`config.mk`:
```
export PLATFORM = sky130hd
export DESIGN_NAME = valid_ready_deserializer
export DESIGN_NICKNAME = d
export VERILOG_FILES = /design/src/rtl/valid_ready_deserializer.sv
export SDC_FILE = /design/constraint.sdc
export NUM_CORES = 1
export LEC_CHECK = 0
export BUFFER_PORTS_ARGS = -buffer_cell sky130_fd_sc_hd__buf_4
export CORE_MARGIN = 2
export CORE_UTILIZATION = 55
export DETAILED_ROUTE_END_ITERATION = 10
export HOLD_SLACK_MARGIN = 0.08
export PLACE_DENSITY = 0.77
export SLEW_MARGIN = 40
export SYNTH_ARGS = -nofsm -noshare
export SYNTH_HDL_FRONTEND = slang
export SYNTH_SLANG_ARGS = --single-unit
```
`constraint.sdc`:
```
create_clock -name clock -period 2.9 [get_ports clock]
set_input_delay 0.145 -clock clock [delete_from_list [all_inputs] [get_ports clock]]
set_output_delay 0.145 -clock clock [all_outputs]
set_load 0.05 [all_outputs]
```
`src/rtl/valid_ready_deserializer.sv`:
```
// valid_ready_deserializer
// Packs up to BEATS narrow WIDTH-bit valid-ready beats into one wide word
// presented on a registered valid-ready output. input_last closes a partial
// word early; unwritten upper slots of a partial word read as zero.
module valid_ready_deserializer #(
  parameter  int WIDTH       = 8,
  parameter  int BEATS       = 4,
  localparam int COUNT_WIDTH = $clog2(BEATS + 1)
) (
  input  logic                     clock,
  input  logic                     reset,
  input  logic [WIDTH-1:0]         input_data,
  input  logic                     input_last,
  input  logic                     input_valid,
  output logic                     input_ready,
  output logic [WIDTH*BEATS-1:0]   output_data,
  output logic [COUNT_WIDTH-1:0]   output_beats,
  output logic                     output_valid,
  input  logic                     output_ready
);

  localparam logic [COUNT_WIDTH-1:0] LAST_IDX = COUNT_WIDTH'(BEATS - 1);

  // Collection state
  logic [WIDTH*BEATS-1:0] r_buffer;
  logic [COUNT_WIDTH-1:0] r_count;

  // Output register
  logic [WIDTH*BEATS-1:0] r_out_data;
  logic [COUNT_WIDTH-1:0] r_out_beats;
  logic                   r_out_valid;

  // Handshake and merge wires
  logic                   w_accept;
  logic                   w_complete;
  logic                   w_drain;
  logic [WIDTH*BEATS-1:0] w_merged;

  // A new beat fits whenever the output slot is empty or being emptied now;
  // this never looks at input_valid, so upstream sees no combinational loop.
  assign input_ready = ~r_out_valid | output_ready;

  assign w_accept   = input_valid & input_ready;
  assign w_complete = w_accept & ((r_count == LAST_IDX) | input_last);
  assign w_drain    = r_out_valid & output_ready;

  // Build the word as it would look with the incoming beat placed in its slot:
  // earlier slots come from the buffer, later slots are forced to zero.
  always_comb begin
    // NOTE: default first so every path assigns w_merged and no latch is inferred.
    w_merged = '0;
    for (int k = 0; k < BEATS; k++) begin
      if (COUNT_WIDTH'(k) == r_count) begin
        w_merged[k*WIDTH +: WIDTH] = input_data;
      end else if (COUNT_WIDTH'(k) < r_count) begin
        w_merged[k*WIDTH +: WIDTH] = r_buffer[k*WIDTH +: WIDTH];
      end
    end
  end

  // Collection buffer and beat counter: fill on accept, clear on completion.
  always_ff @(posedge clock or posedge reset) begin
    // NOTE: the buffer is plain flops, reset to zero so a reset mid-word leaves
    // no stale beats behind to leak into the next word.
    if (reset) begin
      r_buffer <= '0;
      r_count  <= '0;
    end else if (w_complete) begin
      // NOTE: non-blocking so every register here samples pre-edge values.
      r_buffer <= '0;
      r_count  <= '0;
    end else if (w_accept) begin
      r_buffer <= w_merged;
      r_count  <= r_count + COUNT_WIDTH'(1);
    end
  end

  // Output register: reload on a completing beat (even while draining, so
  // back-to-back words flow without a bubble), otherwise clear valid on drain.
  // Under backpressure nothing here changes.
  always_ff @(posedge clock or posedge reset) begin
    if (reset) begin
      r_out_data  <= '0;
      r_out_beats <= '0;
      r_out_valid <= 1'b0;
    end else if (w_complete) begin
      r_out_data  <= w_merged;
      r_out_beats <= r_count + COUNT_WIDTH'(1);
      r_out_valid <= 1'b1;
    end else if (w_drain) begin
      r_out_valid <= 1'b0;
    end
  end

  assign output_data  = r_out_data;
  assign output_beats = r_out_beats;
  assign output_valid = r_out_valid;

endmodule

```
=== Word level (Yosys, flattened, before mapping) ===
Cells that the tools add are included.

* Flip-flop bits (word level): 71
* Input port bits: 13
* Output and inout port bits: 37
* Logic and storage cells: 37

* $add $sub $neg: 1
* $lt $le $gt $ge: 4
* Equal/unequal tests: 4
* Muxes and demuxes: 14
* Bitwise gates (word level): 6
* Reductions and logical operators: 3

{| class="wikitable"
|+ Operators with widths
! kind !! number
|-
| $mux W32 || 2
|-
| $mux W8 || 8
|-
| $eq A2 B3 Y1 const A || 2
|-
| $lt A1 B3 Y1 const A || 2
|-
| $lt A2 B3 Y1 const A || 2
|-
| $mux W3 || 2
|-
| $reduce_bool A2 Y1 || 2
|-
| $add A3 B1 Y3 const B || 1
|-
| $and A1 B1 Y1 || 3
|-
| $eq A1 B3 Y1 const A || 1
|-
| $eq A3 B2 Y1 const B || 1
|-
| $logic_not A3 Y1 || 1
|-
| $mux W1 || 2
|-
| $or A1 B1 Y1 || 2
|-
| $not A1 Y1 || 1
|}

=== Depth between registers and ports, before layout ===
* Depth in word-level cells: 5
* Gate-level depth with buffers: 7
* Gate-level depth less buffers: 5

=== Worst setup path before layout ===
Ideal clock, no wire load.

* Kind: register -> register
* Start point: register r_out_valid (netlist: output_valid)
* End point: register r_buffer[16]
* Setup time: 65 ps
* Arrival: 2133 ps
* Required time: 2835 ps
* Path slack: 702 ps
* Stages on the path, launching flop included: 7
* Buffers on the path: 2
* Period minus slack after synthesis: 2198 ps
* Path through: dfrtp_1 nor2b_1 buf_2 clkinv_1 nand2_1 buf_2 a22o_1

* Longest elaborated chain between the ends: 5
* Elaborated cells between the ends (all ways): 6
* Classes of those cells: mux (1); bitwise (4); reduce/logical (1)

{| class="wikitable"
|+ RTL lines
! element !! RTL line !! source
|-
| from (decl) || 31 || <nowiki>logic r_out_valid;</nowiki>
|-
| from (signal assigned) || 85 || <nowiki>r_out_valid <= 1'b0;</nowiki>
|-
| from (signal assigned) || 89 || <nowiki>r_out_valid <= 1'b1;</nowiki>
|-
| from (signal assigned) || 91 || <nowiki>r_out_valid <= 1'b0;</nowiki>
|-
| $not A1 Y1 * || 41 || <nowiki>assign input_ready = ~r_out_valid | output_ready;</nowiki>
|-
| $or A1 B1 Y1 * || 41 ||
|-
| via input_ready || 15 || <nowiki>output logic input_ready,</nowiki>
|-
| $and A1 B1 Y1 * || 43 || <nowiki>assign w_accept = input_valid & input_ready;</nowiki>
|-
| $and A1 B1 Y1 || 44 || <nowiki>assign w_complete = w_accept & ((r_count == LAST_IDX) | input_last);</nowiki>
|-
| $mux W32 / $reduce_bool A2 Y1 (equally long branches) || n/a ||
|-
| to (signal assigned) || 73 || <nowiki>r_buffer <= w_merged;</nowiki>
|-
| to (decl) || 25 || <nowiki>logic [WIDTH*BEATS-1:0] r_buffer;</nowiki>
|}

The timed path passes the listed nets; every way through them passes the cells marked *.
A chain may end at the register's enable or synchronous reset.

=== Final worst setup path ===
* Start point: register r_out_valid (netlist: output_valid)
* End point: register r_buffer[16]

* Longest elaborated chain between the ends: 5
* Elaborated cells between the ends (all ways): 6
* Classes of those cells: mux (1); bitwise (4); reduce/logical (1)

{| class="wikitable"
|+ RTL lines
! element !! RTL line
|-
| $not A1 Y1 * || 41
|-
| $or A1 B1 Y1 * || 41
|-
| $and A1 B1 Y1 * || 43
|-
| $and A1 B1 Y1 || 44
|-
| $mux W32 / $reduce_bool A2 Y1 (equally long branches) || n/a
|}

Every way passes the cells marked *; elsewhere a longest branch is shown, timed or not.

==> impl_metrics.csv <==
group,metric,value,unit
run_status,outcome,"completed",
power,p_seq_frac,0.373,
grt,grt_pass1_wl,11900,um
cells_and_area,final_common_cell,"dfrtp_1",
drt,viasPerCell,5.93,
sta,fmax,433,MHz
synth,synth_cell_type_count,38,
grt,gr-usage-met1,0.350,
min_path,hold_path_end,"r_buffer[9]$_DFFE_PP0P_",
clocking,cts_tree,"built",
synth,ys.flop_type,"dfrtp_1",
cells_and_area,multi_input_area,0.00138,sq mm
setup_path,end_kind,"flip-flop",
clocking,cts_resized,0,
setup_path,arrival,2.61,ns
power,p_sw,1.31,mW
setup_path,cp_max_fo,16,
grt,grtUsageTotal,0.245,
setup_path,rrSetupSlack,0.59,ns
clocking,clk_latency,0.36,ns
sta,rsz0062_at_grt,"no",
clocking,htreeDepth,3,
cells_and_area,drive_above_1_share,0.252,
power,finalPower,3.42,mW
grt,antenna_found_initial,0,
floorplanning,fp.dieH,81.9,um
setup_path,crit_type,"flip-flop to flip-flop",
drt,ant_nets,0,
power,p_per_area,847,mW/mm^2
power,switching_share,0.382,
drt,post_drt_wl_per_cell,17.7,um
synth,ys_warn_count,0,
placement,placement.io_buffers,49,
cells_and_area,final_cell_mix,"dfrtp_1, buf_4, inv_1",
sta,final_hold_viol_count,0,
drt,dr.pass1.iters,4,
drt,drc,0,
grt,grtUsageMet3,0.0714,
synth,synthCells,282,
min_path,hold_depth,2,
clocking,cts_root_buf,"clkbuf_8",
flow_run,maxCapViolCount,0,
placement,hpwl,4820,um
floorplanning,io_pins,50,
clocking,cts.sinks,71,
drt,drt_iter0_markers,157,
min_path,min-delay-start,"input_data[1]",
sta,report.final.slew_viol_count,0,
setup_path,crit_required,3.20,ns
floorplanning,die_area,0.00671,sq mm
power,p_clk_frac,0.282,
cells_and_area,nets,348,
clocking,clkTransAtPathRegs,0.08,ns
clocking,cts_max_path_buffers,2,
drt,dr_total_vias,2442,
floorplanning,rows,28,
power,max-vdd-ir-drop,0.000551,V
clocking,cts_buffers,9,
synth,syn_area_per_cell,11.8,sq um
min_path,hold_class,"input port to flip-flop",
synth,async_flop_share,1.00,
grt,grt_pass1_vias,2307,
grt,grt_use_met2,0.352,
setup_path,r2r-end,"r_buffer[16]$_DFFE_PP0P_",
synth,ys_ff_latch,71,
floorplanning,dieWidth,81.9,um
synth,ys_seq_area_frac,0.532,
grt,top_usage_layer,"met2",
cells_and_area,finalCoreUtilization,0.687,
sta,post-route-period-util,0.796,
cells_and_area,area_growth,21.0,%
cells_and_area,regArea,0.00178,sq mm
sta,final.min_clock_period,2.31,ns
setup_path,critPathLaunchType,"flip-flop",
sta,tightest_slew,0.803,ns
sta,slew_headroom,0.464,
setup_path,r2r_start,"output_valid$_DFFE_PP0P_",
power,p_leak,1.99,nW
grt,grt_overflow,0,
power,combPwrFrac,0.345,
synth,synth-edff-count,0,
floorplanning,start_util,0.568,
placement,place_congestion,0.912,
sta,setup_viol,0,
cells_and_area,fillers,469,
power,intPower,2.12,mW
synth,syn-num-nets,298,
floorplanning,core-area,0.00589,sq mm
sta,setup_tns,0,ns
cells_and_area,diodes,0,
synth,syn_area,0.00334,sq mm
setup_path,r2r_cells,4,
grt,grt_max_degree,40,
sta,finalClockSkew,0.00942,ns
drt,wirelength,7310,um
-- kinds of logic after synthesis --
family | count (synthesis) | share of synthesized area
fa+ha+maj | 3 | 0.0112
compound gates | 58 | 0.148
mux | 35 | 0.112
buf+inv | 42 | 0.0562
xor+xnor | 1 | 0.00262
simple gates | 72 | 0.139
flops | 71 | 0.532
-- worst max-delay path by stage --
stage | start | end | slack (ns) | cells after the start
3_5_place_dp | output_valid$_DFFE_PP0P_ | r_buffer[16]$_DFFE_PP0P_ | 0.66 | 4
4_1_cts | output_valid$_DFFE_PP0P_ | r_buffer[19]$_DFFE_PP0P_ | 0.62 | 4
5_1_grt | output_valid$_DFFE_PP0P_ | r_buffer[19]$_DFFE_PP0P_ | 0.38 | 4
6_report | output_valid$_DFFE_PP0P_ | r_buffer[16]$_DFFE_PP0P_ | 0.59 | 4
3_3_place_gp | output_valid$_DFFE_PP0P_ | r_buffer[20]$_DFFE_PP0P_ | 0.84 | 4
2_1_floorplan | output_valid$_DFFE_PP0P_ | r_buffer[16]$_DFFE_PP0P_ | 0.70 | 6
-- power by group through the flow --
stage	logic (mW)	clock network [mW]	registers [mW]
final	1.18	0.966	1.28
after floorplan	0.419	0	1.71
after global routing	1.26	1.02	1.30
after detailed placement	1.18	0	1.29
after CTS	1.19	0.979	1.28
after global placement	1.16	0	1.28
-- area by class of cell --
type,instances,share of cell area
Tap cell,75,0.0232
Sequential cell,71,0.439
Inverter,22,0.0204
Clock buffer,9,0.0306
Clock inverter,7,0.0297
Timing Repair Buffer,59,0.115
Multi-Input combinational cell,169,0.342
-- metrics by stage --
stage          worst slack [ns]  std cells  cell area [sq um]  hold WS, ns
2_1_floorplan             0.702        282               3340        0.257
3_3_place_gp              0.838        392               3750        0.296
3_5_place_dp              0.660        393               3770        0.298
4_1_cts                   0.621        412               4040       0.0802
5_1_grt                   0.383        412               4040       0.0866
6_report                  0.591        412               4040       0.0887
-- Yosys cell counts (2+ instances only) --
| master | count | share of area |
|---|---|---|
| nand3_1 | 10 | 0.015 |
| nand2_1 | 18 | 0.020 |
| mux2i_1 | 16 | 0.048 |
| mux2_2 | 8 | 0.027 |
| a32oi_1 | 8 | 0.021 |
| a22o_1 | 16 | 0.042 |
| clkinv_1 | 2 | 0.0022 |
| a31oi_1 | 8 | 0.015 |
| mux2_1 | 11 | 0.037 |
| dfrtp_1 | 71 | 0.53 |
| inv_1 | 20 | 0.022 |
| ha_1 | 3 | 0.011 |
| buf_6 | 3 | 0.010 |
| nor2_1 | 2 | 0.0022 |
| and2_1 | 8 | 0.015 |
| and3b_1 | 9 | 0.024 |
| clkbuf_1 | 10 | 0.011 |
| o2bb2ai_1 | 8 | 0.021 |
| a32o_1 | 8 | 0.024 |
| buf_2 | 6 | 0.0090 |
| nand2b_1 | 2 | 0.0037 |
| nand3b_1 | 9 | 0.020 |
| o21ai_0 | 4 | 0.0060 |
| nand4b_1 | 8 | 0.021 |
-- state kept, by name, indices dropped and copies added (netlist names) --
name          count
output_beats      3
output_data      32
output_valid      1
r_buffer         32
r_count           3
-- critical path, stage by stage (launching register included) --
cell and delay, ns:
dfrtp_1 0.36, nor2b_1 0.66, clkinv_1 0.42, nand2_1 0.57, a22o_1 0.24
-- repair_timing --
item | 4_1_cts | 5_1_grt
buffers inserted | 0 | 0
endpoints found under the hold margin | 34 | 0
hold buffers | 3 | 0
-- metal layers --
metal	part of all wire	up-vias
met2	0.45	76
met1	0.46	1210
li1	-	1140
met5	0	-
met3	0.067	16
met4	0.023	0
No activity file was read; power rests on OpenSTA's default activity.
